$ cat config.mk
export PLATFORM = sky130hd
export DESIGN_NAME = div_32_seq
export DESIGN_NICKNAME = d
export VERILOG_FILES = /design/src/rtl/div_pkg.sv /design/src/rtl/div_nr_step.sv /design/src/rtl/div_32_seq.sv
export SDC_FILE = /design/constraint.sdc
export NUM_CORES = 1
export LEC_CHECK = 0
export CORE_AREA = 2 2 170 172
export DETAILED_ROUTE_END_ITERATION = 7
export DIE_AREA = 0 0 172 174
export GPL_TIMING_DRIVEN = 0
export HOLD_SLACK_MARGIN = 0.02
export MAX_ROUTING_LAYER = met4
export PLACE_DENSITY = 0.82
export SETUP_SLACK_MARGIN = 0.3
export SYNTH_ARGS = -nofsm -noshare
export SYNTH_HDL_FRONTEND = slang
export SYNTH_SLANG_ARGS = --single-unit
$ cat constraint.sdc
create_clock -name clock -period 7.36 [get_ports clock]
set_input_delay 1.104 -clock clock [delete_from_list [all_inputs] [get_ports clock]]
set_output_delay 1.104 -clock clock [all_outputs]
set_load 0.005 [all_outputs]
$ cat src/rtl/div_pkg.sv
// Shared types and sizing for the sequential signed divider.
package div_pkg;

  localparam int DIV_WIDTH = 32;
  localparam int CNT_W     = $clog2(DIV_WIDTH);

  typedef enum logic [2:0] {
    IDLE,
    PREP,
    ITER,
    FIX,
    DONE
  } div_state_e;

endpackage

$ cat src/rtl/div_nr_step.sv
// One non-restoring radix-2 iteration: shift {P,Q} left, add or subtract |D|, emit quotient bit.
module div_nr_step #(
  parameter int WIDTH = 32
) (
  input  logic [WIDTH:0]   p_in,
  input  logic [WIDTH-1:0] q_in,
  input  logic [WIDTH:0]   d_abs,
  output logic [WIDTH:0]   p_out,
  output logic [WIDTH-1:0] q_out
);

  logic [WIDTH:0] p_sh;
  logic [WIDTH:0] addend;
  logic           sub;

  always_comb begin
    // |P| < |D| <= 2^(WIDTH-1), so the discarded top bit is only a sign copy
    p_sh   = {p_in[WIDTH-1:0], q_in[WIDTH-1]};
    sub    = ~p_in[WIDTH];
    addend = sub ? ~d_abs : d_abs;
    p_out  = p_sh + addend + {{WIDTH{1'b0}}, sub};
    q_out  = {q_in[WIDTH-2:0], ~p_out[WIDTH]};
  end

endmodule

$ cat src/rtl/div_32_seq.sv
// Multi-cycle signed divider, result = {remainder, quotient}.
// Define DIV_ZERO_SHORTCUT_EN to finish a zero-divisor request straight from PREP.
module div_32_seq
  import div_pkg::*;
#(
  parameter int WIDTH = DIV_WIDTH
) (
  input  logic                 clock,
  input  logic                 clear,
  input  logic                 start,
  input  logic [WIDTH-1:0]     dividend,
  input  logic [WIDTH-1:0]     divisor,
  output logic                 busy,
  output logic                 done,
  output logic                 div_by_zero,
  output logic [2*WIDTH-1:0]   result
);

  localparam int CW = $clog2(WIDTH);

  div_state_e state, state_nx;

  logic [WIDTH-1:0]   dvd_r, dvs_r;
  logic [WIDTH:0]     p, p_step, d_abs;
  logic [WIDTH-1:0]   q, q_step;
  logic [CW-1:0]      cnt;
  logic               sign_q, sign_r, dz;
  logic               dz_prep;
  logic [WIDTH-1:0]   dvd_mag, dvs_mag;
  logic [WIDTH-1:0]   rem_mag, q_fin, r_fin;
  logic [2*WIDTH-1:0] result_r;
  logic               dbz_r;

  div_nr_step #(.WIDTH(WIDTH)) u_step (
    .p_in  (p),
    .q_in  (q),
    .d_abs (d_abs),
    .p_out (p_step),
    .q_out (q_step)
  );

  always_ff @(posedge clock) begin
    if (clear) state <= IDLE;
    else       state <= state_nx;
  end

  always_comb begin
    state_nx = state;
    case (state)
      IDLE: if (start) state_nx = PREP;
`ifdef DIV_ZERO_SHORTCUT_EN
      PREP: state_nx = dz_prep ? DONE : ITER;
`else
      PREP: state_nx = ITER;
`endif
      ITER: if (cnt == '0) state_nx = FIX;
      FIX:  state_nx = DONE;
      DONE: state_nx = IDLE;
      default: state_nx = IDLE;
    endcase
  end

  always_comb begin
    busy = (state != IDLE);
    done = (state == DONE);
  end

  always_comb begin
    dz_prep = (dvs_r == '0);
    // WIDTH-bit unsigned magnitude already holds 2^(WIDTH-1) for the most negative operand
    dvd_mag = dvd_r[WIDTH-1] ? (~dvd_r + 1'b1) : dvd_r;
    dvs_mag = dvs_r[WIDTH-1] ? (~dvs_r + 1'b1) : dvs_r;
    rem_mag = p[WIDTH] ? (p[WIDTH-1:0] + d_abs[WIDTH-1:0]) : p[WIDTH-1:0];
    q_fin   = sign_q ? (~q + 1'b1) : q;
    r_fin   = sign_r ? (~rem_mag + 1'b1) : rem_mag;
    if (dz) begin
      q_fin = '1;
      r_fin = dvd_r;
    end
  end

  always_ff @(posedge clock) begin
    if (clear) begin
      dvd_r    <= '0;
      dvs_r    <= '0;
      p        <= '0;
      q        <= '0;
      d_abs    <= '0;
      cnt      <= '0;
      sign_q   <= 1'b0;
      sign_r   <= 1'b0;
      dz       <= 1'b0;
      result_r <= '0;
      dbz_r    <= 1'b0;
    end else begin
      case (state)
        IDLE: begin
          if (start) begin
            dvd_r <= dividend;
            dvs_r <= divisor;
          end
        end
        PREP: begin
          sign_q <= dvd_r[WIDTH-1] ^ dvs_r[WIDTH-1];
          sign_r <= dvd_r[WIDTH-1];
          dz     <= dz_prep;
          d_abs  <= {1'b0, dvs_mag};
          q      <= dvd_mag;
          p      <= '0;
          cnt    <= CW'(WIDTH - 1);
`ifdef DIV_ZERO_SHORTCUT_EN
          if (dz_prep) begin
            result_r <= {dvd_r, {WIDTH{1'b1}}};
            dbz_r    <= 1'b1;
          end
`endif
        end
        ITER: begin
          p   <= p_step;
          q   <= q_step;
          cnt <= cnt - 1'b1;
        end
        FIX: begin
          result_r <= {r_fin, q_fin};
          dbz_r    <= dz;
        end
        default: ;
      endcase
    end
  end

  assign result      = result_r;
  assign div_by_zero = dbz_r;

endmodule

==> impl_metrics.csv, run 1 <==
group,metric,value,unit
pwr,vdd_ir_drop_max,0.000202,V
synth,syn-num-nets,2119,
cts,root_buffer,"clkbuf_16",
cts,cts-buffers-inserted,28,
finish,syn2layout_area_growth,18.4,%
critical_path,arrival,7160,ps
floorplanning,core_area,0.0282,mm²
critical_path,path_max_fanout,10,
timing,setup_tns,0,ps
timing,whs,484,ps
placed_design,dp_slack,-70.8,ps
timing,fin_ws,711,ps
finish,post-route-util,0.643,
cts,cts-resized-gates,4,
drt,num_vias,15900,
floorplanning,fp.dieW,172,µm
placed_design,port_buffers,132,
drt,via_per_inst,6.24,
cts,post_cts_buffers,0,
drt,wirelength,52.4,mm
critical_path,cpMostUsedCell,"clkbuf_2",
pwr,p_per_area,278,mW/mm²
job,drv_cap,0,
synth,yosysSeqAreaShare,0.310,
global_routing,grt-ovfl-total,0,
cts,clk_path_buf_depth,3,
floorplanning,die_h,174,µm
cts,clk_pin_slew,70,ps
finish,instances_no_fill,2551,
floorplanning,io_pins,134,
cts,cts_tree,"built",
placed_design,dp_cells,2498,
global_routing,grt_pass1_vias,15000,
global_routing,grt_max_degree,16,
drt,detail_route.first_pass.iterations,6,
timing,rsz0062_at_grt,"false",
synth,synth_async_sr_flop_share,0,
timing,worst_slew_pin_slew,1030,ps
drt,ant_nets,0,
finish,drive_gt1_frac,0.0406,
global_routing,grt_first_pass_wirelength,80.4,mm
drt,drc_errors,0,
pwr,p_leak,6.57,nW
cts,insertion_delay,590,ps
hold_path,min_path_type,"reg2reg",
cts,ctsHoldBuffers,0,
drt,first_iter_violations,1576,
timing,final-setup-viol-count,0,
critical_path,crit_chain,"clkbuf_2 > clkbuf_2 > clkbuf_2 > buf_1 > buf_2 > clkbuf_1 > clkdlybuf4s15_2 > xnor2_1 > ha_1 > a21o_1 > a21o_1 > a21oi_1 > o22ai_1 > or3_1 > o21ai_0 > o21ai_0 > o221ai_1 > xnor2_1 > or3_1 > a31oi_1",
critical_path,cp_slowest_stage_delay,570,ps
critical_path,path_class,"reg2reg",
floorplanning,rows,62,
placed_design,gp_congestion,0.987,
critical_path,worstPathRequired,7870,ps
critical_path,cp_top_family,"buffers and inverters",
synth,netlist_area,0.0153,mm²
synth,netlist-cell-type-count,78,
floorplanning,dieArea,0.0299,mm²
synth,syn_avg_cell_area,7.73,µm²
critical_path,crit_slowest_cell,"clkdlybuf4s15_2",
timing,finalCriticalPeriod,6650,ps
synth,synth_flop_cell,"dfxtp_1",
drt,wire_per_inst,20.5,µm
global_routing,grt_usage,0.351,
timing,fin_crit_sh,0.903,
placed_design,dp_hpwl,40.6,mm
finish,design_area,0.0182,mm²
critical_path,path_buf_inv,7,
synth,synth-seq-cells,237,
synth,ys.warnings.count,0,
cts,h-tree-depth,1,
run_status,status,"finished clean",
pwr,power,5.05,mW
cts,cts.sinks,237,
timing,maxSlewHeadroom,0.310,
finish,nNetsFinal,2281,
timing,maxSlewViolCount,0,
global_routing,antenna_found_initial,0,
timing,hold_violations,0,
placed_design,postPlaceCellArea,0.0171,mm²
synth,synthCells,1982,
critical_path,endpoint_kind,"flip-flop",
critical_path,start_kind,"flip-flop",
synth,synth_edf_count,0,
timing,fin_worst_skew,41.8,ps
floorplanning,start_util,0.543,
timing,fmax,150,MHz
==> registers in the layout, summed over array words and instances, names as in the netlist, 3 cells and up <==
name	cells
state	3
q	32
result	64
dvd_r	32
p	33
dvs_r	32
cnt	5
d_abs	32
==> routing by layer <==
layer / up-vias / global-route usage / part of all wire
met5: - / - / 0
met4: 0 / 0.138 / 0.038
met3: 135 / 0.105 / 0.12
met2: 807 / 0.518 / 0.43
met1: 7458 / 0.451 / 0.41
li1: 7519 / - / -
==> path summary, 6_finish.rpt <==
kind / start / endpoint / slack (ps) / cells past startpoint
worst max-delay path: p[32] / p[32] / 710 / 20
worst min-delay path: dvs_r[12] / dvs_r[12] / 480 / 2
worst max register to register: p[32] / p[32] / 710 / 20
worst min register to register: dvs_r[12] / dvs_r[12] / 480 / 2
==> synthesized netlist by cell type (all sizes together), types with 18 or more instances <==
master,n,area share
nand3,28,0.0091
a21oi,188,0.061
a22oi,48,0.024
mux2i,20,0.013
ha,68,0.056
and3,18,0.0073
nor3,39,0.013
inv,26,0.0064
xnor2,116,0.066
a211oi,78,0.038
or3,22,0.0096
nor2,175,0.043
nand2,283,0.069
buf,18,0.0069
a21o,26,0.013
clkbuf,112,0.027
nand4,20,0.0082
xor2,68,0.039
o31ai,25,0.013
o21ai,105,0.034
nand2b,18,0.0078
dfxtp,237,0.31
or4,18,0.0096
==> power breakdown <==
group | switching [mW] | leakage (nW) | internal, mW
clock network | 0.595 | 0.487 | 0.898
registers | 0.147 | 1.93 | 1.38
logic | 1.22 | 4.15 | 0.807
total | 1.96 | 6.57 | 3.09
==> final cells by class <==
type,count,area [µm²]
Tap cell,384,480
Clock inverter,15,220
Sequential cell,237,4740
Buffer,131,549
Inverter,27,101
Antenna cell,1,2.50
Fill cell,2496,10100
Timing Repair Buffer,132,1320
Clock buffer,37,785
Multi-Input combinational cell,1587,9950
==> layout by cell type (no fill, tap or decap), types with 15 or more instances in the layout <==
master and n:
o211ai_1 15, nor3_1 39, clkbuf_1 113, a211oi_1 78, and3_1 18, xor2_1 68, or3_1 20, a22oi_1 48
nand2b_1 17, o21a_1 17, clkbuf_16 28, o31ai_1 24, dfxtp_1 237, nor4_1 16, o21ai_0 104, xnor2_1 116
clkdlybuf4s50_1 132, inv_1 26, nor2_1 175, a21oi_1 188, o41ai_1 16, o22ai_1 17, a21o_1 26, nand3_1 28
nand4_1 20, nand2_1 283, a31oi_1 15, ha_1 68, mux2i_1 20
==> worst register-to-register path: cells and delay by family, from the launching register on <==
family	cells	cell delay, ps
AO/OA/AOI/OAI	8	1980
XOR/XNOR	2	280
adder cells (fa/ha/maj)	1	410
buffers and inverters	7	2950
flip-flops	1	310
AND/OR/NAND/NOR	2	650
==> kinds of logic (layout without fill, tap and decap cells) <==
group	after synthesis	after routing	synth area share
DFF	237	237	0.310
xor gates and xnor gates	184	184	0.105
adders and majority gates	70	70	0.0581
other	0	1	0
AOI/OAI and AO/OA	618	618	0.262
muxes	22	22	0.0145
buffers and inverters	158	342	0.0415
and+or+nand+nor	693	693	0.210
Power figures use the tool's default switching activity.
==> inputs of run 2 (changes only) <==
Settings changed: CAP_MARGIN set to 0, CORE_AREA 2 2 170 172 to 2 2 165 167, DIE_AREA 0 0 172 174 to 0 0 167 169, PLACE_DENSITY 0.82 to 0.86.
==> run 2 against run 1 <==
Die area shrank 5.7%. Clock power shrank 5%. Non-clock buffer count is the same. Power shrank 1.1%. First-iteration DRC count grew 12%. Maximum frequency shrank 3.3%. Global-route usage grew 1.8 points. Clock skew shrank 28 ps. Flip-flop and latch count is the same.
==> impl_metrics.csv, run 2 (synthesis gave the netlist of run 1 again) <==
group,metric,value,unit
run_status,status,"finished clean",
hold_path,min_path_type,"reg2reg",
cts,root_buffer,"clkbuf_16",
critical_path,crit_chain,"clkbuf_1 > clkbuf_2 > clkbuf_2 > buf_1 > buf_2 > clkbuf_1 > buf_2 > xnor2_1 > ha_1 > a21o_1 > a21o_1 > a21oi_1 > o22ai_1 > or3_1 > o21ai_0 > o21ai_0 > o221ai_1 > xnor2_1 > or3_1 > a31oi_1",
timing,hold_violations,0,
placed_design,dp_hpwl,40.5,mm
timing,rsz0062_at_grt,"false",
timing,fmax,145,MHz
timing,final-setup-viol-count,0,
finish,syn2layout_area_growth,17.5,%
placed_design,postPlaceCellArea,0.0171,mm²
pwr,p_per_area,277,mW/mm²
floorplanning,core_area,0.0265,mm²
finish,largest_reg_flops,64,
cts,cts_tree,"built",
drt,first_iter_violations,1768,
global_routing,grt_usage,0.370,
critical_path,cp_top_family,"buffers and inverters",
cts,clk_pin_slew,60,ps
global_routing,grt_max_degree,15,
cts,clk_path_buf_depth,3,
floorplanning,die_h,169,µm
drt,wire_per_inst,21.1,µm
drt,ant_nets,0,
timing,fin_crit_sh,0.934,
finish,nNetsFinal,2280,
drt,drc_errors,0,
cts,cts-buffers-inserted,27,
critical_path,crit_slowest_cell,"clkbuf_1",
cts,cts.sinks,237,
critical_path,cp_slowest_stage_delay,570,ps
pwr,p_leak,6.53,nW
placed_design,dp_slack,-93.4,ps
timing,maxSlewViolCount,0,
global_routing,grt_busiest_layer,"met2",
global_routing,grt-ovfl-total,0,
finish,layout_common_cells,"nand2_1 (283), dfxtp_1 (237), a21oi_1 (188)",
timing,worst_slew_pin_slew,1170,ps
global_routing,grt_first_pass_wirelength,81.7,mm
critical_path,path_class,"reg2reg",
critical_path,r2r_setup_slack,490,ps
timing,fin_ws,485,ps
cts,h-tree-depth,1,
critical_path,arrival,7360,ps
timing,setup_tns,0,ps
drt,num_vias,16100,
timing,maxSlewHeadroom,0.214,
placed_design,gp_congestion,1.01,
cts,insertion_delay,570,ps
drt,detail_route.first_pass.iterations,6,
floorplanning,fp.dieW,167,µm
critical_path,endpoint_kind,"flip-flop",
global_routing,grtUsageMet3,0.0933,
global_routing,antenna_found_initial,1,
placed_design,port_buffers,132,
job,drv_cap,0,
finish,final_common_cell,"nand2_1",
critical_path,worstPathRequired,7840,ps
critical_path,path_buf_inv,7,
critical_path,path_max_fanout,10,
cts,post_cts_buffers,0,
drt,via_per_inst,6.43,
finish,design_area,0.0180,mm²
timing,whs,484,ps
floorplanning,rows,60,
global_routing,grt_pass1_vias,15100,
critical_path,start_kind,"flip-flop",
global_routing,met2_usage,0.576,
finish,drive_gt1_frac,0.0379,
drt,wirelength,52.8,mm
timing,finalCriticalPeriod,6870,ps
cts,ctsHoldBuffers,0,
floorplanning,start_util,0.578,
floorplanning,io_pins,134,
global_routing,grt_use_met1,0.475,
finish,post-route-util,0.680,
floorplanning,dieArea,0.0282,mm²
pwr,vdd_ir_drop_max,0.000264,V
timing,fin_worst_skew,14.2,ps
run 2: changes by cell type in the layout (fill, tap and decap cells not counted), sizes merged:
cell           change
clkinv             -4
buf                +1
bufinv             -1
clkbuf             +1
clkdlybuf4s15      -1
inv                +1
run 2: worst paths after layout:
path                  start         to  cells past startpoint
setup / recovery      p[32]      p[32]                     20
hold reg to reg   dvs_r[12]  dvs_r[12]                      2
hold / removal    dvs_r[12]  dvs_r[12]                      2
setup reg to reg      p[32]      p[32]                     20
run 2: area by class of cell:
cell class	count	area [µm²]
Antenna cell	1	2.50
Buffer	131	542
Clock buffer	38	767
Clock inverter	11	158
Fill cell	2221	8490
Inverter	27	101
Multi-Input combinational cell	1587	9950
Sequential cell	237	4740
Tap cell	341	427
Timing Repair Buffer	132	1320
run 2: stage by stage:
step	std cells	power, mW
after detailed placement	2455	3.51
after floorplan	1982	2.96
after CTS	2504	4.93
after global placement	2455	3.46
final	2505	4.99
after global routing	2505	5.22
run 2: timing repair:
item | in CTS | in global routing
endpoints found under the hold margin | 0 | 0
gates resized for setup | 3 | 4
setup endpoints to repair | 8 | 7
pin swaps | 0 | 0
run 2: worst register-to-register path: stages, from the launching register on:
cell and delay (ps):
dfxtp_1 300, clkbuf_1 570, clkbuf_2 410, clkbuf_2 350, buf_1 460, buf_2 410, clkbuf_1 490, buf_2 470
xnor2_1 140, ha_1 410, a21o_1 200, a21o_1 180, a21oi_1 240, o22ai_1 170, or3_1 330, o21ai_0 310
o21ai_0 260, o221ai_1 490, xnor2_1 140, or3_1 320, a31oi_1 160
run 2: where the power goes:
group / total [mW] / switching, mW / internal (mW)
Combinational: 2.04 / 1.23 / 0.807
Clock: 1.42 / 0.588 / 0.837
Sequential: 1.53 / 0.148 / 1.38
run 2: metal layers:
metal	vias to the layer above	part of all wire
li1	7517	-
met1	7585	0.41
met2	877	0.44
met3	126	0.11
met4	0	0.032
met5	-	0
==> inputs of run 3 (changes only) <==
Settings changed: ABC_AREA set to 1, CAP_MARGIN 0 to unset, CORE_AREA 2 2 165 167 to 2 2 173 175, DIE_AREA 0 0 167 169 to 0 0 175 177, PLACE_DENSITY 0.86 to 0.85.
==> run 3 against run 2 <==
Global-route usage up 3.7 points. Cell area up 7.2%. Flip-flop and latch count unchanged. Setup slack better by 2300 ps. Via count up 18%. Area after synthesis up 8.6%. Utilization down 2.0 points. Sequential share of layout area down 1.8 points. Power up 34%. Critical path depth down 1. Maximum frequency up 51%. Largest cell class unchanged.
==> impl_metrics.csv, run 3 <==
group,metric,value,unit
cts,cts_tree,"built",
cts,root_buffer,"clkbuf_16",
finish,layout_common_cells,"nand2_1 (616), inv_1 (352), a21oi_1 (269)",
timing,final-setup-viol-count,0,
finish,largest_reg_flops,64,
cts,clk_path_buf_depth,3,
finish,final_common_cell,"nand2_1",
critical_path,start_kind,"flip-flop",
synth,syn-num-nets,2781,
cts,insertion_delay,550,ps
floorplanning,fp.dieW,175,µm
global_routing,grt_max_degree,14,
timing,fin_ws,2800,ps
timing,setup_tns,0,ps
timing,fmax,219,MHz
critical_path,r2r_setup_slack,2800,ps
run_status,status,"finished clean",
placed_design,gp_congestion,1.05,
synth,synthCells,2644,
synth,synth_area_leaders,"dfxtp_1 (29%), nand2_1 (14%), a21oi_1 (8.1%)",
drt,wirelength,62.7,mm
critical_path,path_class,"reg2reg",
synth,syn_avg_cell_area,6.29,µm²
critical_path,reg2reg_depth,19,
global_routing,grt_usage,0.407,
synth,yosysSeqAreaShare,0.285,
drt,num_vias,19000,
critical_path,worst_r2r_startpoint,"p[32]",
placed_design,port_buffers,133,
synth,synth_async_sr_flop_share,0,
cts,clk_pin_slew,70,ps
critical_path,worstPathRequired,7830,ps
timing,rsz0062_at_grt,"false",
hold_path,min_path_type,"reg2reg",
global_routing,grt_pass1_vias,17300,
floorplanning,io_pins,134,
timing,maxSlewHeadroom,0.320,
synth,yosys.area.top_type_share,0.285,
critical_path,arrival,5030,ps
synth,synth-seq-cells,237,
timing,hold_violations,0,
cts,h-tree-depth,1,
drt,drc_errors,0,
pwr,vdd_ir_drop_max,0.000256,V
drt,wire_per_inst,19.5,µm
placed_design,dp_slack,2960,ps
drt,via_per_inst,5.91,
floorplanning,dieArea,0.0310,mm²
hold_path,hold_depth,1,
drt,detail_route.first_pass.iterations,6,
finish,diodes,0,
synth,synth_edf_count,0,
cts,cts.sinks,237,
synth,synthTopCellsByCount,"nand2_1 (616), inv_1 (352), a21oi_1 (269), dfxtp_1 (237), o21ai_0 (220)",
cts,cts-resized-gates,0,
critical_path,endpoint_kind,"flip-flop",
cts,post_cts_buffers,0,
finish,syn2layout_area_growth,16.0,%
floorplanning,die_h,177,µm
critical_path,path_max_fanout,10,
global_routing,antenna_found_initial,0,
pwr,p_leak,8.79,nW
critical_path,crit_start,"p[32]",
timing,worst_slew_pin_slew,1010,ps
synth,synth_flop_cell,"dfxtp_1",
synth,netlist_area,0.0166,mm²
floorplanning,core_area,0.0292,mm²
cts,cts-buffers-inserted,26,
global_routing,grt_first_pass_wirelength,95.9,mm
floorplanning,rows,63,
synth,ys.warnings.count,0,
pwr,p_per_area,346,mW/mm²
placed_design,dp_hpwl,50.2,mm
finish,nNetsFinal,2942,
timing,finalCriticalPeriod,4560,ps
drt,first_iter_violations,2348,
cts,ctsHoldBuffers,0,
timing,maxSlewViolCount,0,
synth,yosysTopAreaCell,"dfxtp_1",
global_routing,grt-ovfl-total,0,
timing,fin_worst_skew,26.6,ps
timing,fin_crit_sh,0.619,
drt,ant_nets,0,
synth,netlist-cell-type-count,54,
job,drv_cap,0,
floorplanning,start_util,0.569,
hold_path,holdCritStartpoint,"cnt[4]",
finish,drive_gt1_frac,0.0563,
synth,yosysMostFrequentCell,"nand2_1",
finish,fillCellCount,2627,
==> run 3: cell families after synthesis <==
logic type / count (synthesis) / share of synthesized area
XOR/XNOR: 70 / 0.0368
flip-flops: 237 / 0.285
AO/OA/AOI/OAI: 641 / 0.212
adder cells (fa/ha/maj): 70 / 0.0535
buffers and inverters: 471 / 0.110
AND/OR/NAND/NOR: 1155 / 0.303
==> run 3: power by group <==
group	switching [mW]	leakage, nW	internal (mW)	total [mW]
sequential	0.291	1.94	1.47	1.77
clock	0.570	0.411	0.722	1.29
combinational	2.43	6.45	1.19	3.62
==> run 3: area by class of cell <==
| cell class | count | area, µm² | share of cell area |
|---|---|---|---|
| repair buffers | 133 | 1330 | 0.0690 |
| flip-flops and latches | 237 | 4740 | 0.246 |
| plain buffers | 109 | 464 | 0.0241 |
| well taps | 390 | 488 | 0.0253 |
| multi-input cells | 1936 | 10100 | 0.522 |
| clock buffers | 35 | 754 | 0.0391 |
| inverters | 362 | 1360 | 0.0704 |
| clock inverters | 11 | 83.8 | 0.00434 |
==> run 3: stage by stage <==
stage	hold WS [ps]	std cells	total power, mW	util	area, µm²
6_report	485	3213	6.68	0.660	19300
4_1_cts	484	3213	6.53	0.660	19300
5_1_grt	528	3213	7.12	0.660	19300
3_5_place_dp	472	3167	5.25	0.631	18500
3_3_place_gp	455	3167	5.18	0.631	18500
2_1_floorplan	442	2644	4.23	-	16600
==> run 3: worst paths after layout <==
path | to
worst min-delay path | cnt[4]
worst max-delay path | q[0]
worst max register to register | q[0]
worst min register to register | cnt[4]
==> run 3: critical path, stage by stage, from the launching register on <==
cell and delay (ps):
dfxtp_1 310, buf_4 180, buf_6 160, buf_2 240, buf_2 320, buf_2 310, buf_2 340, xnor2_1 130
ha_1 350, a21oi_1 170, nand2_1 110, a21oi_1 330, o21ai_0 330, a21oi_1 260, inv_1 100, nand3_1 80
nand4_1 120, o21ai_0 370, nand2_1 100, a21oi_1 130
==> run 3: routing by layer <==
layer,vias up,global-route usage,part of all wire
met3,134,0.0500,0.11
met2,1078,0.627,0.44
met4,0,0.127,0.032
met1,8722,0.559,0.42
li1,9057,-,-
met5,-,-,0
